<file path="src/rtl/kc705_ethernet_rx_decode_ctrl_pkg.sv">
// kc705_eth_ctrl_pkg: shared state, speed and watchdog-scaling definitions for the RX decode sequencer
package kc705_eth_ctrl_pkg;
  typedef enum logic [2:0] {
    ST_IDLE       = 3'd0,
    ST_ARM        = 3'd1,
    ST_WAIT_FRAME = 3'd2,
    ST_IN_FRAME   = 3'd3,
    ST_FLUSH      = 3'd4,
    ST_DONE       = 3'd5
  } state_e;
  localparam logic [1:0] SPEED_1G   = 2'b10;
  localparam logic [1:0] SPEED_100M = 2'b01;
  localparam logic [1:0] SPEED_10M  = 2'b00;
  localparam logic [2:0] SHIFT_1G   = 3'd0;
  localparam logic [2:0] SHIFT_100M = 3'd4;
  localparam logic [2:0] SHIFT_10M  = 3'd7;
  // 2'b11 is treated as 10M, so anything that is not 1G or 100M gets the slowest scaling
  function automatic logic [2:0] wdog_shift(input logic [1:0] speed);
    return speed == SPEED_1G ? SHIFT_1G : speed == SPEED_100M ? SHIFT_100M : SHIFT_10M;
  endfunction
endpackage

</file>
<file path="src/rtl/kc705_ethernet_rx_decode_ctrl_if.sv">
// kc705_ethernet_rx_decode_ctrl_if: control, decoder snoop and status bundle of the RX decode sequencer
interface kc705_ethernet_rx_decode_ctrl_if #(
  parameter int CNT_WIDTH = 16
);
  logic [1:0]           speed;
  logic                 ctrl_start;
  logic                 ctrl_stop;
  logic [CNT_WIDTH-1:0] ctrl_num_frames;
  logic                 dec_tvalid;
  logic                 dec_tlast;
  logic                 dec_tready;
  logic                 enable_rx_decode;
  logic                 decoder_resetn;
  logic                 busy;
  logic                 done;
  logic [CNT_WIDTH-1:0] frames_ok;
  logic [CNT_WIDTH-1:0] frames_timeout;
  modport master (
    output speed, ctrl_start, ctrl_stop, ctrl_num_frames, dec_tvalid, dec_tlast, dec_tready,
    input  enable_rx_decode, decoder_resetn, busy, done, frames_ok, frames_timeout
  );
  modport slave (
    input  speed, ctrl_start, ctrl_stop, ctrl_num_frames, dec_tvalid, dec_tlast, dec_tready,
    output enable_rx_decode, decoder_resetn, busy, done, frames_ok, frames_timeout
  );
endinterface

</file>
<file path="src/rtl/kc705_ethernet_rx_decode_ctrl_sat_counter.sv">
// kc705_sat_counter: saturating up-counter with synchronous clear taking priority over increment
module kc705_sat_counter #(
  parameter int WIDTH = 16
) (
  input  logic             clk,
  input  logic             rst,
  input  logic             clr_i,
  input  logic             inc_i,
  output logic [WIDTH-1:0] count_o
);
  logic [WIDTH-1:0] count_q, count_d;
  // next count: clear wins, increment stops at all-ones
  always_comb count_d = clr_i ? '0 : (inc_i && !(&count_q)) ? count_q + 1'b1 : count_q;
  // count register
  always_ff @(posedge clk or posedge rst)
    if (rst) count_q <= '0;
    else count_q <= count_d;
  assign count_o = count_q;
endmodule

</file>
<file path="src/rtl/kc705_ethernet_rx_decode_ctrl.sv">
// kc705_ethernet_rx_decode_ctrl: arms the RX decoder frame by frame, watches for stalls and counts frames
module kc705_ethernet_rx_decode_ctrl
  import kc705_eth_ctrl_pkg::*;
#(
  parameter logic [15:0] TIMEOUT_CYCLES = 16'd4096,
  parameter logic [3:0]  FLUSH_CYCLES   = 4'd4,
  parameter int          CNT_WIDTH      = 16
) (
  input  logic                            axi_tclk,
  input  logic                            axi_treset,
  kc705_ethernet_rx_decode_ctrl_if.slave  bus
);
  state_e               state_q, state_d;
  logic [23:0]          wdog_q, wdog_d, limit;
  logic [3:0]           flush_q, flush_d;
  logic                 stop_q, stop_d;
  logic                 en_q, rstn_q, busy_q, done_q;
  logic                 cnt_clr, ok_inc, to_inc;
  logic                 beat, stop_any;
  logic [CNT_WIDTH-1:0] ok_cnt, to_cnt, ok_next;
  state_e               end_state;
  assign beat      = bus.dec_tvalid & bus.dec_tready;
  assign limit     = {8'd0, TIMEOUT_CYCLES} << wdog_shift(bus.speed);
  assign ok_next   = &ok_cnt ? ok_cnt : ok_cnt + 1'b1;
  assign stop_any  = stop_q | bus.ctrl_stop;
  assign end_state = (bus.ctrl_num_frames != '0 && ok_next == bus.ctrl_num_frames) ? ST_DONE :
                     stop_any ? ST_IDLE : ST_ARM;
  // next-state, watchdog, flush timer and counter strobes
  always_comb begin
    state_d = state_q;
    wdog_d  = 24'd0;
    flush_d = 4'd0;
    stop_d  = stop_q;
    cnt_clr = 1'b0;
    ok_inc  = 1'b0;
    to_inc  = 1'b0;
    case (state_q)
      ST_IDLE: if (bus.ctrl_start && !bus.ctrl_stop) begin
        state_d = ST_ARM;
        cnt_clr = 1'b1;
        stop_d  = 1'b0;
      end
      ST_ARM: begin
        state_d = stop_any ? ST_IDLE : ST_WAIT_FRAME;
        stop_d  = stop_any;
      end
      ST_WAIT_FRAME: if (bus.ctrl_stop) state_d = ST_IDLE;
      else if (beat && bus.dec_tlast) begin
        ok_inc  = 1'b1;
        state_d = end_state;
      end else if (beat) state_d = ST_IN_FRAME;
      ST_IN_FRAME: begin
        stop_d = stop_any;
        if (beat && bus.dec_tlast) begin
          ok_inc  = 1'b1;
          state_d = end_state;
        end else if (!beat && wdog_q == limit) begin
          to_inc  = 1'b1;
          state_d = ST_FLUSH;
        end else if (!beat) wdog_d = wdog_q + 24'd1;
      end
      ST_FLUSH: begin
        stop_d  = stop_any;
        flush_d = flush_q + 4'd1;
        if (flush_q == FLUSH_CYCLES - 4'd1) state_d = stop_any ? ST_IDLE : ST_ARM;
      end
      ST_DONE: if (bus.ctrl_stop) state_d = ST_IDLE;
      else if (bus.ctrl_start) begin
        state_d = ST_ARM;
        cnt_clr = 1'b1;
        stop_d  = 1'b0;
      end
      default: state_d = ST_IDLE;
    endcase
  end
  // state, watchdog and flush timer registers
  always_ff @(posedge axi_tclk or posedge axi_treset)
    if (axi_treset) begin
      state_q <= ST_IDLE;
      wdog_q  <= 24'd0;
      flush_q <= 4'd0;
      stop_q  <= 1'b0;
    end else begin
      state_q <= state_d;
      wdog_q  <= wdog_d;
      flush_q <= flush_d;
      stop_q  <= stop_d;
    end
  // outputs decoded from the next state so they line up with the state they describe
  always_ff @(posedge axi_tclk or posedge axi_treset)
    if (axi_treset) begin
      en_q   <= 1'b0;
      rstn_q <= 1'b1;
      busy_q <= 1'b0;
      done_q <= 1'b0;
    end else begin
      en_q   <= state_d == ST_WAIT_FRAME;
      rstn_q <= state_d != ST_FLUSH;
      busy_q <= !(state_d == ST_IDLE || state_d == ST_DONE);
      done_q <= state_d == ST_DONE;
    end
  kc705_sat_counter #(.WIDTH(CNT_WIDTH)) u_ok (
    .clk(axi_tclk), .rst(axi_treset), .clr_i(cnt_clr), .inc_i(ok_inc), .count_o(ok_cnt)
  );
  kc705_sat_counter #(.WIDTH(CNT_WIDTH)) u_to (
    .clk(axi_tclk), .rst(axi_treset), .clr_i(cnt_clr), .inc_i(to_inc), .count_o(to_cnt)
  );
  assign bus.enable_rx_decode = en_q;
  assign bus.decoder_resetn   = rstn_q;
  assign bus.busy             = busy_q;
  assign bus.done             = done_q;
  assign bus.frames_ok        = ok_cnt;
  assign bus.frames_timeout   = to_cnt;
endmodule

</file>
<file path="src/flat_wrapper.sv">
// flat-port wrapper written by rule: the top's interface ports become plain ports
module kc705_ethernet_rx_decode_ctrl_flat import kc705_eth_ctrl_pkg::*;
#(
  parameter logic [15:0] TIMEOUT_CYCLES = 16'd4096,
  parameter logic [3:0]  FLUSH_CYCLES   = 4'd4,
  parameter int          CNT_WIDTH      = 16
)
  (axi_tclk, axi_treset, bus_speed, bus_ctrl_start, bus_ctrl_stop, bus_ctrl_num_frames, bus_dec_tvalid, bus_dec_tlast, bus_dec_tready, bus_enable_rx_decode, bus_decoder_resetn, bus_busy, bus_done, bus_frames_ok, bus_frames_timeout);
  kc705_ethernet_rx_decode_ctrl_if #(.CNT_WIDTH(CNT_WIDTH)) bus_i ();
  input  logic axi_tclk;
  input  logic axi_treset;
  input wire logic [$bits(bus_i.speed)-1:0] bus_speed;
  input wire logic [$bits(bus_i.ctrl_start)-1:0] bus_ctrl_start;
  input wire logic [$bits(bus_i.ctrl_stop)-1:0] bus_ctrl_stop;
  input wire logic [$bits(bus_i.ctrl_num_frames)-1:0] bus_ctrl_num_frames;
  input wire logic [$bits(bus_i.dec_tvalid)-1:0] bus_dec_tvalid;
  input wire logic [$bits(bus_i.dec_tlast)-1:0] bus_dec_tlast;
  input wire logic [$bits(bus_i.dec_tready)-1:0] bus_dec_tready;
  output wire logic [$bits(bus_i.enable_rx_decode)-1:0] bus_enable_rx_decode;
  output wire logic [$bits(bus_i.decoder_resetn)-1:0] bus_decoder_resetn;
  output wire logic [$bits(bus_i.busy)-1:0] bus_busy;
  output wire logic [$bits(bus_i.done)-1:0] bus_done;
  output wire logic [$bits(bus_i.frames_ok)-1:0] bus_frames_ok;
  output wire logic [$bits(bus_i.frames_timeout)-1:0] bus_frames_timeout;
  assign bus_i.speed = bus_speed;
  assign bus_i.ctrl_start = bus_ctrl_start;
  assign bus_i.ctrl_stop = bus_ctrl_stop;
  assign bus_i.ctrl_num_frames = bus_ctrl_num_frames;
  assign bus_i.dec_tvalid = bus_dec_tvalid;
  assign bus_i.dec_tlast = bus_dec_tlast;
  assign bus_i.dec_tready = bus_dec_tready;
  assign bus_enable_rx_decode = bus_i.enable_rx_decode;
  assign bus_decoder_resetn = bus_i.decoder_resetn;
  assign bus_busy = bus_i.busy;
  assign bus_done = bus_i.done;
  assign bus_frames_ok = bus_i.frames_ok;
  assign bus_frames_timeout = bus_i.frames_timeout;
  kc705_ethernet_rx_decode_ctrl #(.TIMEOUT_CYCLES(TIMEOUT_CYCLES), .FLUSH_CYCLES(FLUSH_CYCLES), .CNT_WIDTH(CNT_WIDTH)) u_core (.axi_tclk(axi_tclk), .axi_treset(axi_treset), .bus(bus_i));
endmodule
</file>
<file path="config.mk">
export PLATFORM = sky130hd
export DESIGN_NAME = kc705_ethernet_rx_decode_ctrl_flat
export DESIGN_NICKNAME = d
export VERILOG_FILES = /design/src/rtl/kc705_ethernet_rx_decode_ctrl_pkg.sv /design/src/rtl/kc705_ethernet_rx_decode_ctrl_if.sv /design/src/rtl/kc705_ethernet_rx_decode_ctrl_sat_counter.sv /design/src/rtl/kc705_ethernet_rx_decode_ctrl.sv /design/src/flat_wrapper.sv
export SDC_FILE = /design/constraint.sdc
export NUM_CORES = 1
export LEC_CHECK = 0
export ABC_AREA = 1
export CORE_MARGIN = 1
export CORE_UTILIZATION = 43
export DETAILED_ROUTE_END_ITERATION = 12
export GPL_ROUTABILITY_DRIVEN = 0
export PLACE_DENSITY = 0.65
export SLEW_MARGIN = 30
export SYNTH_ARGS = -nofsm -noshare
export SYNTH_HDL_FRONTEND = slang
export SYNTH_SLANG_ARGS = --single-unit
</file>
<file path="constraint.sdc">
create_clock -name axi_tclk -period 5.3 [get_ports axi_tclk]
set_input_delay 0.53 -clock axi_tclk [delete_from_list [all_inputs] [get_ports axi_tclk]]
set_output_delay 0.53 -clock axi_tclk [all_outputs]
set_load 0.05 [all_outputs]
</file>
==> results.toml <==
[placed_design]
port-buffer-count = 60
placed_area_um2 = 5180
dp_hpwl_um = 8160

[setup_path]
rr_worst_depth = 9
critPathKind = "flop to flop"
cp.buffers_inverters = 2
end_kind = "flop"
cp_data_required_time_ps = 5570
cp.arrival_ps = 2860
cp-start-kind = "flop"
cp_top_family = "simple AND/OR/NAND/NOR gates"
r2r_slack_ps = 2710
cp_slowest_cell = "dfrtp_1"
crit_cells = 9
crit_chain = "ha_1 > nand3_2 > nor2_4 > nand3_4 > nand2_1 > inv_1 > nor2_4 > inv_2 > o21ai_0"
rr_startpoint = "u_core.u_ok.count_o[0]"
reg2reg_to = "u_core.u_ok.count_o[15]"
crit_top_cell = "nor2_4"
crit_fanout = 19
slowest_delay_ps = 480

[timing]
period_share_pct = 48.8
rsz0062_at_grt = "no"
finalSetupViolations = 0
max_freq_mhz = 387
tightest_slew_ps = 970
finalHoldViolCount = 0
skew_ps = 11.8
fin_crit_ps = 2590
fin_hold_ws_ps = 467
slew-limit-headroom_pct = 35.3
drv_slew = 0
fin_tns_setup_ps = 0

[clock_network]
ctsResizeCount = 0
cts.sinks = 68
path_clk_slew_ps = 80
cts_buffers = 9
clkLatencyLatePin_ps = 350
cts_root_buffer = "clkbuf_8"
htree_num_levels = 3
clockBufferDepth = 2
holdBufCountCts = 0
cts_tree = "built"
cts_setup_buffers = 0

[drt]
vias = 4205
viasPerCell = 5.10
drt_iter0_drc = 238
wl_per_cell_um = 13.3
firstDrtPassIters = 5
ant_nets = 0
wl_um = 11000
drc = 0

[global_route]
grt_pass1_wl_um = 19100
grt-ovfl-total = 0
grt_pass1_vias = 4083
grt_start_max_net_pins = 69
grtUsageTotal_pct = 21.8
antenna_found_initial = 0

[final_layout]
utilization_pct = 54.3
area_delta_synth_final_pct = 21.1
drive_gt1_share_pct = 9.10
nets = 719
nFillCells = 959
antenna_cells = 0
design_area_um2 = 5380

[synthesis]
syn_area_um2 = 4440
synthesis.nets = 652
synth_edf_count = 0
ys_seq_area_share_pct = 38.3
ys_ff_latch = 68
synthCells = 620
avgSynthCellArea_um2 = 7.17
synth.area.top_cells = "dfrtp_1 (38%), nand2_1 (13%), inv_1 (8.3%)"
synthArstFlopShare_pct = 100
ys.flop_type = "dfrtp_1"
synth_cell_types = 39
yosys_warnings = 0
synth_top_area_share_pct = 37.7
synth_top_area_cell = "dfrtp_1"

[min_path]
min_to = "u_core.wdog_q[0]"
worstHoldStart = "u_core.wdog_q[0]"
holdCritPathClass = "flop to flop"
hold_depth = 1

[job]
drv_cap = 0

[power]
irDropWorstVdd_mv = 0.117
p_leak_nw = 2.46
finalPower_mw = 1.30
power_density_nw_per_um2 = 242

[floorplan]
die_w_um = 104
dieArea_um2 = 10700
fp-row-count = 36
ios = 61
initial_core_util_pct = 44.8
core-area_um2 = 9910
fp.dieH_um = 104

[outcome]
status = "finished, final reports clean"
==> per-stage QoR <==
stage	cells	setup WS, ps
after floorplan	620	2880
after global placement	809	2420
after detailed placement	809	2390
after CTS	825	2710
after global routing	825	2440
final	825	2710
==> power by group <==
| group | switching (mW) | internal, mW | leakage [nW] | total [mW] |
|---|---|---|---|---|
| Clock | 0.197 | 0.221 | 0.0997 | 0.418 |
| Combinational | 0.208 | 0.0994 | 1.41 | 0.307 |
| Sequential | 0.0231 | 0.551 | 0.943 | 0.574 |
==> cells in the mapped netlist, types with 9 or more instances <==
| cell | instances |
|---|---|
| a21oi_1 | 23 |
| dfrtp_1 | 67 |
| inv_1 | 98 |
| nand2_1 | 148 |
| nand2_2 | 9 |
| nand3_1 | 41 |
| nand4_1 | 19 |
| nor2_1 | 67 |
| nor3_1 | 19 |
| o21ai_0 | 26 |
| o22ai_1 | 10 |
| xor2_1 | 11 |
==> cells in the final DEF, fill, tap and decap left out, types with 10 or more instances in the layout <==
cell type / Yosys / routed
dfrtp_1: 67 / 67
nand4_1: 19 / 19
nand3_1: 41 / 41
nor3_1: 19 / 19
nor2_1: 67 / 67
nand2_1: 148 / 148
o21ai_0: 26 / 26
xor2_1: 11 / 11
a21oi_1: 23 / 23
clkdlybuf4s50_1: 0 / 60
o22ai_1: 10 / 10
inv_1: 98 / 97
clkbuf_8: 0 / 13
==> state kept, by name (all words and copies together) (netlist names) <==
register,count
u_core.u_to.count_o,16
u_core.state_q,3
u_core.bus.decoder_resetn,1
u_core.u_ok.count_o,16
u_core.bus.done,1
u_core.bus.busy,1
u_core.flush_q,4
u_core.stop_q,1
u_core.bus.enable_rx_decode,1
u_core.wdog_q,24
==> cells by family (layout without fill, tap and decap cells) <==
kind of cell | after synthesis | in the layout | share of synthesized area, %
XOR/XNOR | 15 | 15 | 2.96
adder cells (fa/ha/maj) | 7 | 7 | 1.97
AO/OA/AOI/OAI | 74 | 74 | 9.32
buffers and inverters | 108 | 180 | 9.46
flip-flops | 68 | 68 | 38.3
AND/OR/NAND/NOR | 348 | 348 | 38.0
==> worst max path at each step <==
stage / start / end / slack, ps
3_5_place_dp: bus_speed[0] / u_core.wdog_q[20] / 2390
2_1_floorplan: u_core.u_ok.count_o[0] / u_core.bus.busy / 2880
5_1_grt: u_core.u_ok.count_o[0] / u_core.bus.busy / 2440
4_1_cts: u_core.u_ok.count_o[0] / u_core.u_ok.count_o[15] / 2710
6_report: u_core.u_ok.count_o[0] / u_core.u_ok.count_o[15] / 2710
3_3_place_gp: bus_speed[0] / u_core.wdog_q[20] / 2420
==> layout make-up <==
class | instances | area, um2 | share of cell area, %
Clock inverter | 1 | 5.00 | 0.0930
Tap cell | 133 | 166 | 3.09
Clock buffer | 15 | 186 | 3.47
Sequential cell | 68 | 1700 | 31.7
Inverter | 103 | 387 | 7.19
Timing Repair Buffer | 61 | 612 | 11.4
Multi-Input combinational cell | 444 | 2320 | 43.1
==> routing by layer <==
layer,global-route usage [%],wire (um),vias to the layer above
met5,0,0,-
met4,8.06,187,0
met3,4.47,629,19
met2,34.9,4930,109
met1,29.2,5260,1941
li1,-,-,2136
Power figures use the tool's default switching activity.
